**config.mk**
```make
export PLATFORM = sky130hd
export DESIGN_NAME = mul_seq
export DESIGN_NICKNAME = d
export VERILOG_FILES = /design/src/rtl/mul_pkg.sv /design/src/rtl/flopenr.sv /design/src/rtl/mul_seq.sv
export SDC_FILE = /design/constraint.sdc
export NUM_CORES = 1
export LEC_CHECK = 0
export ABC_AREA = 0
export CAP_MARGIN = 20
export CORE_ASPECT_RATIO = 1.25
export CORE_MARGIN = 2
export CORE_UTILIZATION = 26
export CTS_BUF_LIST = sky130_fd_sc_hd__clkbuf_8
export CTS_CLUSTER_DIAMETER = 60
export DETAILED_ROUTE_END_ITERATION = 10
export DONT_BUFFER_PORTS = 1
export SYNTH_ARGS = -nofsm -noshare
export SYNTH_HDL_FRONTEND = slang
export SYNTH_SLANG_ARGS = --single-unit
```
**constraint.sdc**
```tcl
create_clock -name clk -period 8.38 [get_ports clk]
set_input_delay 2.514 -clock clk [delete_from_list [all_inputs] [get_ports clk]]
set_output_delay 2.514 -clock clk [all_outputs]
set_load 0.01 [all_outputs]
```
**src/rtl/mul_pkg.sv**
```systemverilog
// Shared definitions for the sequential shift-add multiplier.
package mul_pkg;

    // Default operand/result width and the matching default iteration count.
    localparam int MUL_WIDTH_DEFAULT = 32;
    localparam int MUL_ITER_DEFAULT  = MUL_WIDTH_DEFAULT;

    // Flag write mask presented while a result is valid: N and Z only.
    localparam logic [1:0] FLAGW_NZ   = 2'b10;
    localparam logic [1:0] FLAGW_NONE = 2'b00;

    // Controller states.
    typedef enum logic [1:0] {
        IDLE = 2'd0,
        RUN  = 2'd1,
        DONE = 2'd2
    } mul_state_e;

endpackage

```
**src/rtl/flopenr.sv**
```systemverilog
// Enable flop with synchronous active-high reset.
module flopenr #(
    parameter int WIDTH = 8
) (
    input  logic             clk,
    input  logic             reset,
    input  logic             en,
    input  logic [WIDTH-1:0] d,
    output logic [WIDTH-1:0] q
);

    // Clear on reset, otherwise load d when enabled and hold when not.
    always_ff @(posedge clk) begin
        if (reset) begin
            q <= {WIDTH{1'b0}};
        end else if (en) begin
            q <= d;
        end else begin
            q <= q;
        end
    end

endmodule

```
**src/rtl/mul_seq.sv**
```systemverilog
// Sequential shift-add multiplier / multiply-accumulate with N,Z flags.
// One operand bit is consumed per RUN cycle; Result and flags are latched
// into a holding register on the last iteration and stay there until the
// next completed operation.
module mul_seq
    import mul_pkg::*;
#(
    parameter int WIDTH = MUL_WIDTH_DEFAULT,
    parameter int ITER  = WIDTH
) (
    input  logic             clk,
    input  logic             reset,
    input  logic             Start,
    input  logic             Accumulate,
    input  logic [WIDTH-1:0] SrcA,
    input  logic [WIDTH-1:0] SrcB,
    input  logic [WIDTH-1:0] AccIn,
    output logic [WIDTH-1:0] Result,
    output logic [3:0]       ALUFlags,
    output logic [1:0]       FlagW,
    output logic             Busy,
    output logic             Done
);

    localparam int            CW       = (ITER > 1) ? $clog2(ITER) : 1;
    localparam logic [CW-1:0] LAST_CNT = CW'(ITER - 1);

    mul_state_e       state_q;
    logic [CW-1:0]    cnt_q;
    logic [WIDTH-1:0] mcand_q;
    logic [WIDTH-1:0] mplier_q;
    logic [WIDTH-1:0] acc_q;
    logic             busy_q;
    logic             done_q;
    logic [1:0]       flagw_q;

    logic [WIDTH-1:0] acc_d;
    logic             last_s;
    logic             hold_en_s;
    logic [WIDTH+1:0] hold_d;
    logic [WIDTH+1:0] hold_q;

    // Next accumulator value for this iteration, plus the result/flag load on the final step.
    always_comb begin
        acc_d = acc_q;
        if (mplier_q[0]) begin
            acc_d = acc_q + mcand_q;
        end else begin
            acc_d = acc_q;
        end
        last_s    = (cnt_q == LAST_CNT);
        hold_en_s = (state_q == RUN) && last_s;
        hold_d    = {acc_d[WIDTH-1], (acc_d == {WIDTH{1'b0}}), acc_d};
    end

    // Holding register for {N, Z, Result}; loads only as the operation completes.
    flopenr #(
        .WIDTH(WIDTH + 2)
    ) u_hold (
        .clk  (clk),
        .reset(reset),
        .en   (hold_en_s),
        .d    (hold_d),
        .q    (hold_q)
    );

    // Controller: operand capture, shift-add datapath and registered status outputs.
    always_ff @(posedge clk) begin
        if (reset) begin
            state_q  <= IDLE;
            cnt_q    <= {CW{1'b0}};
            mcand_q  <= {WIDTH{1'b0}};
            mplier_q <= {WIDTH{1'b0}};
            acc_q    <= {WIDTH{1'b0}};
            busy_q   <= 1'b0;
            done_q   <= 1'b0;
            flagw_q  <= FLAGW_NONE;
        end else begin
            case (state_q)
                IDLE, DONE: begin
                    if (Start) begin
                        mcand_q  <= SrcA;
                        mplier_q <= SrcB;
                        acc_q    <= Accumulate ? AccIn : {WIDTH{1'b0}};
                        cnt_q    <= {CW{1'b0}};
                        state_q  <= RUN;
                        busy_q   <= 1'b1;
                    end else begin
                        state_q  <= IDLE;
                        busy_q   <= 1'b0;
                    end
                    done_q  <= 1'b0;
                    flagw_q <= FLAGW_NONE;
                end
                RUN: begin
                    // Start is deliberately ignored here; operands live only in the _q copies.
                    acc_q    <= acc_d;
                    mcand_q  <= mcand_q << 1;
                    mplier_q <= mplier_q >> 1;
                    cnt_q    <= cnt_q + CW'(1);
                    if (last_s) begin
                        state_q <= DONE;
                        busy_q  <= 1'b0;
                        done_q  <= 1'b1;
                        flagw_q <= FLAGW_NZ;
                    end else begin
                        state_q <= RUN;
                        busy_q  <= 1'b1;
                        done_q  <= 1'b0;
                        flagw_q <= FLAGW_NONE;
                    end
                end
                default: begin
                    state_q <= IDLE;
                    busy_q  <= 1'b0;
                    done_q  <= 1'b0;
                    flagw_q <= FLAGW_NONE;
                end
            endcase
        end
    end

    assign Result   = hold_q[WIDTH-1:0];
    assign ALUFlags = {hold_q[WIDTH+1], hold_q[WIDTH], 2'b00};
    assign FlagW    = flagw_q;
    assign Busy     = busy_q;
    assign Done     = done_q;

endmodule
```
After elaboration in Yosys (flattened, before gate mapping)

Cells that the tools add are included.

Flip-flop bits (word level): 141
Output and inout port bits: 40

Bitwise logic cells: 1
Equal/unequal tests: 4
Add/sub/neg operators: 2
Multiplexer cells: 18
Reductions and logical operators: 7

Operators with widths:

| kind                  | count |
|---|---|
| $pmux W32 S2          | 3 |
| $mux W32              | 5 |
| $add A32 B32 Y32      | 1 |
| $logic_not A32 Y1     | 1 |
| $pmux W5 S2           | 1 |
| $add A5 B1 Y5 const B | 1 |
| $eq A5 B5 Y1 const B  | 1 |
| $mux W5               | 1 |
| $mux W1               | 4 |
| $mux W2               | 2 |
| $pmux W2 S2           | 1 |
| $reduce_or A2 Y1      | 2 |
| $eq A2 B1 Y1 const B  | 1 |
| $eq A2 B2 Y1 const B  | 1 |
| $logic_not A2 Y1      | 1 |
| $ne A2 B2 Y1 const B  | 1 |
| $pmux W1 S2           | 1 |
| $reduce_and A2 Y1     | 1 |
| $reduce_bool A2 Y1    | 1 |
| $logic_and A1 B1 Y1   | 1 |
| $not A1 Y1            | 1 |

Logic depth before layout (Yosys ltp)

Gate-level depths: netlist (run 1).

Depth after elaboration: 4
Mapped depth: 12

Modules after synthesis

Synthesis (run 1) repeated with hierarchy kept, for this count alone.

Cell total of the unflattened synthesis: 917
Area total of the unflattened synthesis: 7,716.2 µm²

By module, submodules not included:

| module  | area an instance (µm²) | cells an instance | times used | seq. area each (µm²) |
|---|---|---|---|---|
| mul_seq | 6,477.5                | 807               | 1          | 2,082.0 |
| flopenr | 1,238.7                | 110               | 1          | 680.7 |

Least setup slack after synthesis (run 1)

No wires, ideal clock.

Path kind: input-to-reg
Start: input Start
End: register mcand_q[10]
Cell stages on the path: 7
Buffers on the path: 3
Data arrival time: 3.788 ns
Required time: 8.310 ns
Library setup time: 0.070 ns
Setup slack: 4.521 ns
Path through: nor2b_1 -> clkbuf_1 -> nor2_1 -> clkbuf_1 -> buf_1 -> nand2_1 -> a21oi_1

Cells in the longest elaborated chain, start to end: 2

Ends and longest elaborated chain:

| element                            | RTL line      | source |
|---|---|---|
| start: declaration                 | mul_seq.sv:13 | `input logic Start,` |
| $ne A2 B2 Y1 (no source line)      | n/a           |  |
| $reduce_and A2 Y1 (no source line) | n/a           |  |
| end signal: assignment             | mul_seq.sv:72 | `mcand_q <= {WIDTH{1'b0}};` |
| end signal: assignment             | mul_seq.sv:82 | `mcand_q <= SrcA;` |
| end signal: assignment             | mul_seq.sv:98 | `mcand_q <= mcand_q << 1;` |
| end: declaration                   | mul_seq.sv:30 | `logic [WIDTH-1:0] mcand_q;` |

No other way between the ends.
A chain may end at the register's enable or synchronous reset.

Final worst setup path (run 1)

Start: input Start
End: register acc_q[24]

Cells in the longest elaborated chain, start to end: 2

Ends and longest elaborated chain:

| element                            | RTL line      | source |
|---|---|---|
| $ne A2 B2 Y1 (no source line)      | n/a           |  |
| $reduce_and A2 Y1 (no source line) | n/a           |  |
| end signal: assignment             | mul_seq.sv:74 | `acc_q <= {WIDTH{1'b0}};` |
| end signal: assignment             | mul_seq.sv:84 | `acc_q <= Accumulate ? AccIn : {WIDTH{1'b0}};` |
| end: declaration                   | mul_seq.sv:32 | `logic [WIDTH-1:0] acc_q;` |

No other way between the ends.

==> results of run 1 <==
metal layers:
metal  wire (um)  GRT usage, %
met1        9160          17.5
met5          13             0
met3        1750          5.19
met4        1040          8.01
met2       12100          28.8
sequential cells by signal, indices dropped and copies added, names as in the netlist:
| signal | count |
|---|---|
| FlagW | 1 |
| state_q | 2 |
| acc_q | 32 |
| mplier_q | 32 |
| cnt_q | 5 |
| u_hold.q | 33 |
| mcand_q | 32 |
worst max-delay path, cell delays in order:
cell,delay (ps)
nor2b_4,100
buf_4,350
nor2_4,840
buf_4,640
a22oi_1,180
o21a_1,130
nor2_1,80
cells by family after synthesis:
| group | after synthesis | share of synthesized area, % |
|---|---|---|
| and+or+nand+nor | 297 | 17.9 |
| AOI/OAI and AO/OA | 303 | 28.1 |
| xor gates and xnor gates | 26 | 3.10 |
| DFF | 137 | 37.3 |
| adders and majority gates | 34 | 5.89 |
| other | 1 | 0.0510 |
| muxes | 21 | 3.07 |
| buffers and inverters | 82 | 4.55 |
metrics by stage:
stage	hold slack, ps	area, um^2	worst slack (ps)	std cells
2_1_floorplan	437	7350	4520	903
3_3_place_gp	437	7560	3440	1187
3_5_place_dp	441	7560	3400	1187
4_1_cts	452	7970	3860	1219
5_1_grt	471	7970	3660	1219
6_report	453	7970	3910	1219
worst paths after layout:
path                                                from                   endpoint  slack [ps]  cells after the start
worst max-delay path                               Start     acc_q[24]$_SDFFE_PP0P_        3910                      7
worst min-delay path            mplier_q[6]$_SDFFE_PP0P_   mplier_q[6]$_SDFFE_PP0P_         450                      2
worst max register to register     state_q[0]$_SDFF_PP0_  u_hold.q[32]$_SDFFE_PP0P_        4240                     10
worst min register to register  mplier_q[6]$_SDFFE_PP0P_   mplier_q[6]$_SDFFE_PP0P_         450                      2
report_power, final:
part | leakage, nW | switching (mW) | internal [mW] | total [mW]
clock network | 0.199 | 0.287 | 0.282 | 0.569
logic | 1.60 | 0.141 | 0.0791 | 0.220
registers | 1.12 | 0.0263 | 0.682 | 0.708
total | 2.91 | 0.454 | 1.04 | 1.50
placed cells by master, fill, tap and decap left out, types with 8 or more instances in the layout:
cell | Yosys | routed
a22oi_1 | 72 | 72
inv_1 | 9 | 9
a21oi_1 | 107 | 107
mux2i_1 | 12 | 12
nor2_1 | 113 | 112
nand2b_1 | 8 | 8
nand2_1 | 104 | 104
a222oi_1 | 17 | 17
clkbuf_8 | 0 | 19
a21o_1 | 10 | 10
o21ai_1 | 8 | 8
a221oi_1 | 10 | 10
dfxtp_1 | 137 | 136
ha_1 | 33 | 33
a211oi_1 | 19 | 19
xor2_1 | 12 | 12
nand4_1 | 8 | 8
nor3_1 | 18 | 18
xnor2_1 | 14 | 14
mux2_2 | 8 | 8
nand3_1 | 8 | 8
o21ai_0 | 19 | 19
layout make-up:
class / instances / area, um^2
multi-input combinational: 684 / 4300
clock buffer: 19 / 262
tap: 350 / 438
timing repair buffer: 6 / 45.0
sequential: 137 / 2740
clock inverter: 13 / 145
fill: 3026 / 19800
inverter: 10 / 37.5
==> impl_metrics.xml, run 1 <==
<?xml version="1.0" encoding="UTF-8"?>
<metrics>
  <group name="power_and_ir_drop">
    <metric name="power_per_cell_area" unit="nW/um^2">188</metric>
    <metric name="post-layout-total-power" unit="mW">1.50</metric>
    <metric name="vdd.ir_drop.worst" unit="mV">0.0932</metric>
    <metric name="power_leakage" unit="nW">2.91</metric>
  </group>
  <group name="worst_setup_path">
    <metric name="largest_fanout_on_the_critical_path" unit="">69</metric>
    <metric name="timing.critical_path.required" unit="ps">8770</metric>
    <metric name="end_kind" unit="">flip-flop</metric>
    <metric name="worstPathArrival" unit="ps">4860</metric>
    <metric name="criticalPathCategory" unit="">input pin to flip-flop</metric>
    <metric name="setup.worst_path.start_class" unit="">input pin</metric>
  </group>
  <group name="cts">
    <metric name="post-cts-setup-buffers" unit="">0</metric>
    <metric name="holdBufCountCts" unit="">0</metric>
    <metric name="htree_num_levels" unit="">4</metric>
    <metric name="cts_inserted_buffers" unit="">17</metric>
    <metric name="tritoncts_num_sinks" unit="">137</metric>
    <metric name="ctsResizeCount" unit="">0</metric>
    <metric name="clock_latency" unit="ps">470</metric>
    <metric name="clock_buffer_depth" unit="">2</metric>
    <metric name="clk_pin_slew_worst_paths" unit="ps">70</metric>
    <metric name="cts_tree" unit="">built</metric>
    <metric name="cts_root_buf" unit="">clkbuf_8</metric>
  </group>
  <group name="yosys">
    <metric name="synthDominantAreaCellType" unit="">dfxtp_1</metric>
    <metric name="netlist_area" unit="um^2">7350</metric>
    <metric name="synth.top_cells.by_area" unit="">dfxtp_1 (37%), a22oi_1 (7.4%), a21oi_1 (7.3%)</metric>
    <metric name="synth_common_cells" unit="">dfxtp_1 (137), nor2_1 (113), a21oi_1 (107)</metric>
    <metric name="synth.top_cell.area_share" unit="%">37.3</metric>
    <metric name="synth_edf_count" unit="">0</metric>
    <metric name="ys_seq_area_share" unit="%">37.3</metric>
    <metric name="synthDistinctLibCells" unit="">67</metric>
    <metric name="syn_area_per_cell" unit="um^2">8.15</metric>
    <metric name="yosys_most_used_dff" unit="">dfxtp_1</metric>
    <metric name="number_of_storage_elements_in_the_synthesis_netlist" unit="">137</metric>
    <metric name="yosys_warnings" unit="">0</metric>
    <metric name="proportion_of_synthesized_flip_flops_having_asynchronous_set_or_reset" unit="%">0</metric>
    <metric name="synth.most_common_cell" unit="">dfxtp_1</metric>
    <metric name="syn_inst_count" unit="">901</metric>
  </group>
  <group name="routing">
    <metric name="routed-via-count" unit="">6613</metric>
    <metric name="detailedRoute.firstPassIterationCount" unit="">7</metric>
    <metric name="ant_nets" unit="">0</metric>
    <metric name="drc_errors" unit="">0</metric>
    <metric name="detail_route.wl_per_cell" unit="um">19.8</metric>
    <metric name="drt_first_iter_violations" unit="">567</metric>
    <metric name="routed_wirelength" unit="mm">24.1</metric>
    <metric name="vias_per_instance" unit="">5.42</metric>
  </group>
  <group name="timing">
    <metric name="fin_skew" unit="ps">20.9</metric>
    <metric name="setup_viol_count_final" unit="">0</metric>
    <metric name="finalHoldViolCount" unit="">0</metric>
    <metric name="final-max-slew-violation-count" unit="">0</metric>
    <metric name="fin_crit_sh" unit="%">53.3</metric>
    <metric name="slew-limit-headroom" unit="%">34.4</metric>
    <metric name="period_needed" unit="ps">4470</metric>
    <metric name="maxClockFrequency" unit="MHz">224</metric>
    <metric name="grt_setup_unrepaired" unit="">false</metric>
    <metric name="totalNegativeSetupSlack" unit="ps">0</metric>
    <metric name="tightestPinTransition" unit="ps">982</metric>
  </group>
  <group name="die">
    <metric name="core_region_area" unit="um^2">27700</metric>
    <metric name="io-pin-count" unit="">140</metric>
    <metric name="fp.dieW" unit="um">154</metric>
    <metric name="floorplan.initialDensity" unit="%">26.5</metric>
    <metric name="die_h" unit="um">192</metric>
    <metric name="dieArea" unit="um^2">29600</metric>
    <metric name="placement_rows" unit="">68</metric>
  </group>
  <group name="place">
    <metric name="portBuffers" unit="">0</metric>
    <metric name="finalWeightedCongestion" unit="">0.913</metric>
    <metric name="detailedPlacementHpwl" unit="mm">17.3</metric>
  </group>
  <group name="cells_and_area">
    <metric name="fin_nets" unit="">990</metric>
    <metric name="drive_gt1_share" unit="%">7.25</metric>
    <metric name="finish.utilization" unit="%">28.7</metric>
    <metric name="area_delta_synth_final" unit="%">8.50</metric>
    <metric name="num_antenna_cells" unit="">0</metric>
  </group>
  <group name="job">
    <metric name="maxcap_violations" unit="">0</metric>
  </group>
  <group name="global_route">
    <metric name="wire_length_of_the_first_global_routing_pass" unit="mm">36.8</metric>
    <metric name="grt.total_usage" unit="%">16.2</metric>
    <metric name="first_global_vias" unit="">6384</metric>
    <metric name="grt_max_degree" unit="">136</metric>
    <metric name="grt.overflow.total" unit="">0</metric>
    <metric name="antenna_found_initial" unit="">3</metric>
  </group>
  <group name="status">
    <metric name="outcome" unit="">completed</metric>
  </group>
  <group name="hold_path">
    <metric name="min-delay-path-class" unit="">flip-flop to flip-flop</metric>
  </group>
</metrics>
(Power assumes the default switching activity.)
==> inputs of run 2 (changes only) <==
- clock period: 8.38 -> 4.55 ns (I/O delays scaled with it)
==> run 2 against run 1 <==
Total power up 85%; critical endpoint is now u_hold.q[32]$_SDFFE_PP0P_; clock skew down 7.1 ps; worst setup slack worse by 2700 ps; largest power group unchanged; cell count up 0.66%; non-clock buffer count up 3; flip-flop and latch count unchanged.
==> impl_metrics.xml, run 2 (synthesis results as in run 1) <==
<?xml version="1.0" encoding="UTF-8"?>
<metrics>
  <group name="status">
    <metric name="outcome" unit="">completed</metric>
  </group>
  <group name="hold_path">
    <metric name="min-delay-path-class" unit="">flip-flop to flip-flop</metric>
  </group>
  <group name="global_route">
    <metric name="antenna_found_initial" unit="">6</metric>
    <metric name="grt.overflow.total" unit="">0</metric>
    <metric name="wire_length_of_the_first_global_routing_pass" unit="mm">37.5</metric>
    <metric name="first_global_vias" unit="">6479</metric>
    <metric name="grt_max_degree" unit="">136</metric>
    <metric name="grt.total_usage" unit="%">16.6</metric>
  </group>
  <group name="routing">
    <metric name="detailedRoute.firstPassIterationCount" unit="">5</metric>
    <metric name="detail_route.wl_per_cell" unit="um">20.2</metric>
    <metric name="drc_errors" unit="">0</metric>
    <metric name="drt_first_iter_violations" unit="">623</metric>
    <metric name="routed_wirelength" unit="mm">24.8</metric>
    <metric name="ant_nets" unit="">0</metric>
    <metric name="wl_met1" unit="mm">9.79</metric>
    <metric name="highest-signal-layer" unit="">met5</metric>
    <metric name="met2_length" unit="mm">11.8</metric>
    <metric name="vias_per_instance" unit="">5.45</metric>
    <metric name="wl_met3" unit="mm">1.80</metric>
    <metric name="routed-via-count" unit="">6683</metric>
  </group>
  <group name="timing">
    <metric name="whs" unit="ps">453</metric>
    <metric name="final-max-slew-violation-count" unit="">0</metric>
    <metric name="grt_setup_unrepaired" unit="">false</metric>
    <metric name="totalNegativeSetupSlack" unit="ps">0</metric>
    <metric name="maxClockFrequency" unit="MHz">299</metric>
    <metric name="period_needed" unit="ps">3350</metric>
    <metric name="fin_crit_sh" unit="%">73.6</metric>
    <metric name="finalHoldViolCount" unit="">0</metric>
    <metric name="setup_viol_count_final" unit="">0</metric>
    <metric name="slew-limit-headroom" unit="%">32.1</metric>
    <metric name="fin_skew" unit="ps">13.8</metric>
    <metric name="tightestPinTransition" unit="ps">1020</metric>
  </group>
  <group name="cts">
    <metric name="clk_pin_slew_worst_paths" unit="ps">80</metric>
    <metric name="tritoncts_num_sinks" unit="">137</metric>
    <metric name="clock_latency" unit="ps">470</metric>
    <metric name="htree_num_levels" unit="">4</metric>
    <metric name="cts_root_buf" unit="">clkbuf_8</metric>
    <metric name="clock_buffer_depth" unit="">2</metric>
    <metric name="post-cts-setup-buffers" unit="">0</metric>
    <metric name="holdBufCountCts" unit="">0</metric>
    <metric name="cts_tree" unit="">built</metric>
    <metric name="ctsResizeCount" unit="">0</metric>
    <metric name="cts_inserted_buffers" unit="">17</metric>
  </group>
  <group name="power_and_ir_drop">
    <metric name="vdd.ir_drop.worst" unit="mV">0.174</metric>
    <metric name="pwr-share-seq" unit="%">47.3</metric>
    <metric name="swShare" unit="%">29.5</metric>
    <metric name="power_leakage" unit="nW">2.93</metric>
    <metric name="clock_power_share" unit="%">38.1</metric>
    <metric name="power_per_cell_area" unit="nW/um^2">346</metric>
    <metric name="internal_power" unit="mW">1.95</metric>
    <metric name="power.switching" unit="mW">0.817</metric>
    <metric name="share_comb_of_total_power" unit="%">14.6</metric>
  </group>
  <group name="die">
    <metric name="die_h" unit="um">192</metric>
    <metric name="core_region_area" unit="um^2">27700</metric>
    <metric name="fp.dieW" unit="um">154</metric>
    <metric name="placement_rows" unit="">68</metric>
    <metric name="io-pin-count" unit="">140</metric>
    <metric name="dieArea" unit="um^2">29600</metric>
    <metric name="floorplan.initialDensity" unit="%">26.5</metric>
  </group>
  <group name="cells_and_area">
    <metric name="largest_reg_flops" unit="">33</metric>
    <metric name="drive_gt1_share" unit="%">7.34</metric>
    <metric name="layout.cells.most_common" unit="">dfxtp_1</metric>
    <metric name="final_area" unit="um^2">8000</metric>
    <metric name="top_register_by_number_of_flip_flops" unit="">u_hold.q</metric>
    <metric name="area_delta_synth_final" unit="%">8.94</metric>
    <metric name="multi_input_area" unit="um^2">4300</metric>
    <metric name="fin_cells" unit="">1227</metric>
    <metric name="mostFrequentLayoutCells" unit="">dfxtp_1 (136), nor2_1 (112), a21oi_1 (107), nand2_1 (104), a22oi_1 (72)</metric>
    <metric name="sequential_cell_area" unit="um^2">2740</metric>
    <metric name="fin_nets" unit="">993</metric>
    <metric name="fillerInstances" unit="">3017</metric>
  </group>
  <group name="worst_setup_path">
    <metric name="largest_fanout_on_the_critical_path" unit="">5</metric>
    <metric name="criticalPathCategory" unit="">flip-flop to flip-flop</metric>
    <metric name="end_kind" unit="">flip-flop</metric>
    <metric name="worstPathArrival" unit="ps">3730</metric>
    <metric name="timing.critical_path.required" unit="ps">4930</metric>
    <metric name="setup.worst_path.start_class" unit="">flip-flop</metric>
  </group>
  <group name="place">
    <metric name="post-place-cells" unit="">1190</metric>
    <metric name="detailedPlacementHpwl" unit="mm">17.8</metric>
    <metric name="portBuffers" unit="">0</metric>
    <metric name="post_dp_cell_area" unit="um^2">7590</metric>
    <metric name="finalWeightedCongestion" unit="">0.891</metric>
  </group>
  <group name="job">
    <metric name="maxcap_violations" unit="">0</metric>
  </group>
</metrics>
run 2: cell count changes in the layout (fill, tap and decap cells not counted), sizes merged:
cell,previous run,this run
bufinv,2,3
inv,11,12
clkbuf,19,18
clkinv,7,5
clkinvlp,3,4
buf,6,9
diode,0,5
run 2: stage by stage:
| step | setup WS, ps | power [mW] | utilization (%) |
|---|---|---|---|
| global placement | 1280 | 1.73 | 27.4 |
| global route | 1010 | 2.90 | 28.8 |
| floorplan | 1550 | 1.65 | - |
| CTS | 1230 | 2.79 | 28.8 |
| finish | 1200 | 2.77 | 28.9 |
| detailed placement | 1240 | 1.74 | 27.4 |
run 2: worst paths after layout:
path	cells after the start	from	slack, ps	end
worst max-delay path	12	mcand_q[0]$_SDFFE_PP0P_	1200	u_hold.q[32]$_SDFFE_PP0P_
worst min-delay path	2	mplier_q[13]$_SDFFE_PP0P_	450	mplier_q[13]$_SDFFE_PP0P_
worst max register to register	12	mcand_q[0]$_SDFFE_PP0P_	1200	u_hold.q[32]$_SDFFE_PP0P_
worst min register to register	2	mplier_q[13]$_SDFFE_PP0P_	450	mplier_q[13]$_SDFFE_PP0P_
run 2: area by class of cell:
cell class	instances	share of cell area (%)
multi-input cells	684	53.7
flip-flops and latches	137	34.3
well taps	350	5.47
clock buffers	18	3.10
clock inverters	14	1.95
repair buffers	9	0.844
inverters	10	0.469
diodes	5	0.156
run 2: worst max-delay path: stages (launching register included):
cell,delay (ps)
dfxtp_1,340
ha_1,240
fa_1,420
a21o_1,210
a221o_1,380
a31o_1,280
xor2_1,160
mux2_4,290
a211oi_2,180
and4_1,260
and4_1,200
nand4b_1,110
o31ai_2,190
run 2: power groups by stage:
| stage | sequential, mW | combinational (mW) | clock, mW |
|---|---|---|---|
| floorplan | 1.31 | 0.331 | 0 |
| global placement | 1.34 | 0.397 | 0 |
| detailed placement | 1.34 | 0.401 | 0 |
| CTS | 1.31 | 0.404 | 1.08 |
| global route | 1.32 | 0.448 | 1.13 |
| finish | 1.31 | 0.406 | 1.05 |
run 2: per-layer routing:
layer / track usage (%) / up-vias
met3: 5.51 / 55
li1: - / 3231
met1: 18.1 / 3163
met5: 0 / -
met4: 9.97 / 2
met2: 28.1 / 232
==> inputs of run 3 (changes only) <==
- clock period: 4.55 -> 2.91 ns (I/O delays scaled with it)
==> run 3 against run 2 <==
First-iteration DRC count down 30%; the run now ends with negative setup slack left; critical path type unchanged; fmax grew 11%; highest routed layer is now met4; combinational power grew 120%; count of clock-buffer cells in the layout increased by 1.
==> impl_metrics.xml, run 3 (synthesis results as in run 1) <==
<?xml version="1.0" encoding="UTF-8"?>
<metrics>
  <group name="worst_setup_path">
    <metric name="worst-r2r-setup-slack" unit="ps">-110</metric>
    <metric name="cp_num_cells" unit="">12</metric>
    <metric name="criticalPathCategory" unit="">flip-flop to flip-flop</metric>
    <metric name="critical_r2r_launch" unit="">acc_q[0]$_SDFFE_PP0P_</metric>
    <metric name="capture_point_of_the_worst_path" unit="">u_hold.q[32]$_SDFFE_PP0P_</metric>
    <metric name="timing.critical_path.buf_inv" unit="">0</metric>
    <metric name="largest_fanout_on_the_critical_path" unit="">5</metric>
    <metric name="critical-path-max-stage-delay" unit="ps">380</metric>
    <metric name="end_kind" unit="">flip-flop</metric>
    <metric name="timing.critical_path.slowest_stage_cell" unit="">a221o_1</metric>
    <metric name="worstSetupStartpoint" unit="">acc_q[0]$_SDFFE_PP0P_</metric>
    <metric name="cell_class_contributing_the_biggest_share_of_worst_path_delay" unit="">compound AO/OA/AOI/OAI gates</metric>
    <metric name="path_cells" unit="">ha_4 -&gt; fa_2 -&gt; a21o_1 -&gt; a221o_1 -&gt; a31o_1 -&gt; a21boi_2 -&gt; xnor2_1 -&gt; mux2i_1 -&gt; nor4bb_4 -&gt; and4_4 -&gt; nand4b_1 -&gt; o31ai_2</metric>
    <metric name="worstPathArrival" unit="ps">3400</metric>
    <metric name="rr_worst_depth" unit="">12</metric>
    <metric name="setup.worst_path.start_class" unit="">flip-flop</metric>
    <metric name="capturing_point_of_the_worst_reg2reg_path" unit="">u_hold.q[32]$_SDFFE_PP0P_</metric>
    <metric name="timing.critical_path.required" unit="ps">3290</metric>
  </group>
  <group name="timing">
    <metric name="fin_ws" unit="ps">-109</metric>
    <metric name="grt_setup_unrepaired" unit="">true</metric>
    <metric name="maxClockFrequency" unit="MHz">331</metric>
    <metric name="setup_viol_count_final" unit="">4</metric>
    <metric name="period_needed" unit="ps">3020</metric>
    <metric name="tightestPinTransition" unit="ps">798</metric>
    <metric name="fin_skew" unit="ps">13.0</metric>
    <metric name="slew-limit-headroom" unit="%">46.8</metric>
    <metric name="fin_crit_sh" unit="%">104</metric>
    <metric name="finalHoldViolCount" unit="">0</metric>
    <metric name="final-max-slew-violation-count" unit="">0</metric>
  </group>
  <group name="cts">
    <metric name="clk_pin_slew_worst_paths" unit="ps">80</metric>
    <metric name="cts_root_buf" unit="">clkbuf_8</metric>
    <metric name="tritoncts_num_sinks" unit="">137</metric>
    <metric name="clock_latency" unit="ps">450</metric>
    <metric name="htree_num_levels" unit="">4</metric>
    <metric name="clock_buffer_depth" unit="">2</metric>
    <metric name="holdBufCountCts" unit="">0</metric>
    <metric name="cts_inserted_buffers" unit="">17</metric>
    <metric name="cts_tree" unit="">built</metric>
  </group>
  <group name="status">
    <metric name="failed_checks" unit="">negative setup slack</metric>
    <metric name="outcome" unit="">finished with violations</metric>
  </group>
  <group name="routing">
    <metric name="routed-via-count" unit="">7126</metric>
    <metric name="routed_wirelength" unit="mm">26.7</metric>
    <metric name="drc_errors" unit="">0</metric>
    <metric name="detail_route.wl_per_cell" unit="um">19.7</metric>
    <metric name="vias_per_instance" unit="">5.26</metric>
    <metric name="drt_first_iter_violations" unit="">435</metric>
    <metric name="ant_nets" unit="">0</metric>
    <metric name="detailedRoute.firstPassIterationCount" unit="">5</metric>
  </group>
  <group name="global_route">
    <metric name="grt.overflow.total" unit="">0</metric>
    <metric name="antenna_found_initial" unit="">0</metric>
    <metric name="grt.total_usage" unit="%">18.0</metric>
    <metric name="wire_length_of_the_first_global_routing_pass" unit="mm">40.8</metric>
    <metric name="first_global_vias" unit="">7059</metric>
    <metric name="grt_max_degree" unit="">136</metric>
  </group>
  <group name="die">
    <metric name="io-pin-count" unit="">140</metric>
    <metric name="placement_rows" unit="">68</metric>
    <metric name="die_h" unit="um">192</metric>
    <metric name="dieArea" unit="um^2">29600</metric>
    <metric name="core_region_area" unit="um^2">27700</metric>
    <metric name="floorplan.initialDensity" unit="%">26.5</metric>
    <metric name="fp.dieW" unit="um">154</metric>
  </group>
  <group name="cells_and_area">
    <metric name="top_register_by_number_of_flip_flops" unit="">u_hold.q</metric>
    <metric name="num_antenna_cells" unit="">0</metric>
    <metric name="fin_nets" unit="">1128</metric>
    <metric name="fillerInstances" unit="">2930</metric>
    <metric name="fin_cells" unit="">1356</metric>
    <metric name="sequential_cell_area" unit="um^2">2750</metric>
    <metric name="mostFrequentLayoutCells" unit="">buf_4 (138), dfxtp_1 (132), nor2_1 (111), nand2_1 (102), a21oi_1 (99)</metric>
    <metric name="multi_input_area" unit="um^2">4590</metric>
    <metric name="layout.cells.most_common" unit="">buf_4</metric>
    <metric name="area_delta_synth_final" unit="%">27.6</metric>
    <metric name="largest_reg_flops" unit="">33</metric>
    <metric name="drive_gt1_share" unit="%">24.0</metric>
  </group>
  <group name="hold_path">
    <metric name="min-delay-path-class" unit="">flip-flop to flip-flop</metric>
  </group>
  <group name="power_and_ir_drop">
    <metric name="power_per_cell_area" unit="nW/um^2">498</metric>
    <metric name="power_leakage" unit="nW">3.68</metric>
    <metric name="vdd.ir_drop.worst" unit="mV">0.274</metric>
  </group>
  <group name="job">
    <metric name="maxcap_violations" unit="">0</metric>
  </group>
  <group name="place">
    <metric name="portBuffers" unit="">0</metric>
    <metric name="finalWeightedCongestion" unit="">0.888</metric>
    <metric name="dp_slack" unit="ps">-228</metric>
    <metric name="post-place-cells" unit="">1318</metric>
    <metric name="detailedPlacementHpwl" unit="mm">19.8</metric>
  </group>
</metrics>
[run 3: cell count changes in the layout (fill, tap and decap cells not counted), sizes merged]
cell	before	now
inv	12	13
clkinvlp	4	0
clkbuf	18	19
diode	5	0
bufinv	3	4
buf	9	144
[run 3: layout make-up]
class,count,share of cell area (%)
Clock buffer,19,2.79
Clock inverter,12,1.70
Inverter,10,0.400
Multi-Input combinational cell,684,49.0
Sequential cell,137,29.3
Tap cell,350,4.67
Timing Repair Buffer,144,12.1
[run 3: worst min-delay path by stage]
stage / start / to / slack [ps] / cells past startpoint
2_1_floorplan: mplier_q[10]$_SDFFE_PP0P_ / mplier_q[10]$_SDFFE_PP0P_ / 440 / 2
3_3_place_gp: mplier_q[5]$_SDFFE_PP0P_ / mplier_q[5]$_SDFFE_PP0P_ / 440 / 2
3_5_place_dp: mplier_q[1]$_SDFFE_PP0P_ / mplier_q[1]$_SDFFE_PP0P_ / 440 / 2
4_1_cts: mplier_q[1]$_SDFFE_PP0P_ / mplier_q[1]$_SDFFE_PP0P_ / 450 / 2
5_1_grt: reset / u_hold.q[28]$_SDFFE_PP0P_ / 460 / 1
6_report: mplier_q[23]$_SDFFE_PP0P_ / mplier_q[23]$_SDFFE_PP0P_ / 460 / 2
[run 3: per-layer routing]
layer	part of all wire, %	global-route usage, %
met5	0	0
met4	4.4	9.29
met3	4.7	4.15
met2	51	32.0
met1	40	20.0
[run 3: what timing repair did]
item,CTS,global route
pin swaps,12,25
setup buffers,2,7
gates resized for setup,13,45
endpoints found under the setup margin,12,19
hold endpoints to repair,0,0
[run 3: power by group]
part,internal [mW],switching (mW)
combinational,0.412,0.495
sequential,1.97,0.0767
clock,0.960,0.757
[run 3: stage by stage]
stage / TNS [ps] / utilization (%) / area, um^2 / total power [mW] / hold WS (ps)
after floorplan: -10.4 / - / 7380 / 2.58 / 437
after global placement: -485 / 31.1 / 8620 / 2.93 / 439
after detailed placement: -800 / 31.1 / 8620 / 2.94 / 442
after CTS: -126 / 32.8 / 9110 / 4.68 / 453
after global routing: -1270 / 33.8 / 9370 / 4.88 / 464
final: -199 / 33.8 / 9370 / 4.67 / 457
[run 3: worst register-to-register path, stage by stage (launching register included)]
cell and delay, ps:
dfxtp_2 340, ha_4 160, fa_2 340, a21o_1 200, a221o_1 380, a31o_1 240, a21boi_2 200, xnor2_1 80
mux2i_1 210, nor4bb_4 240, and4_4 270, nand4b_1 110, o31ai_2 170
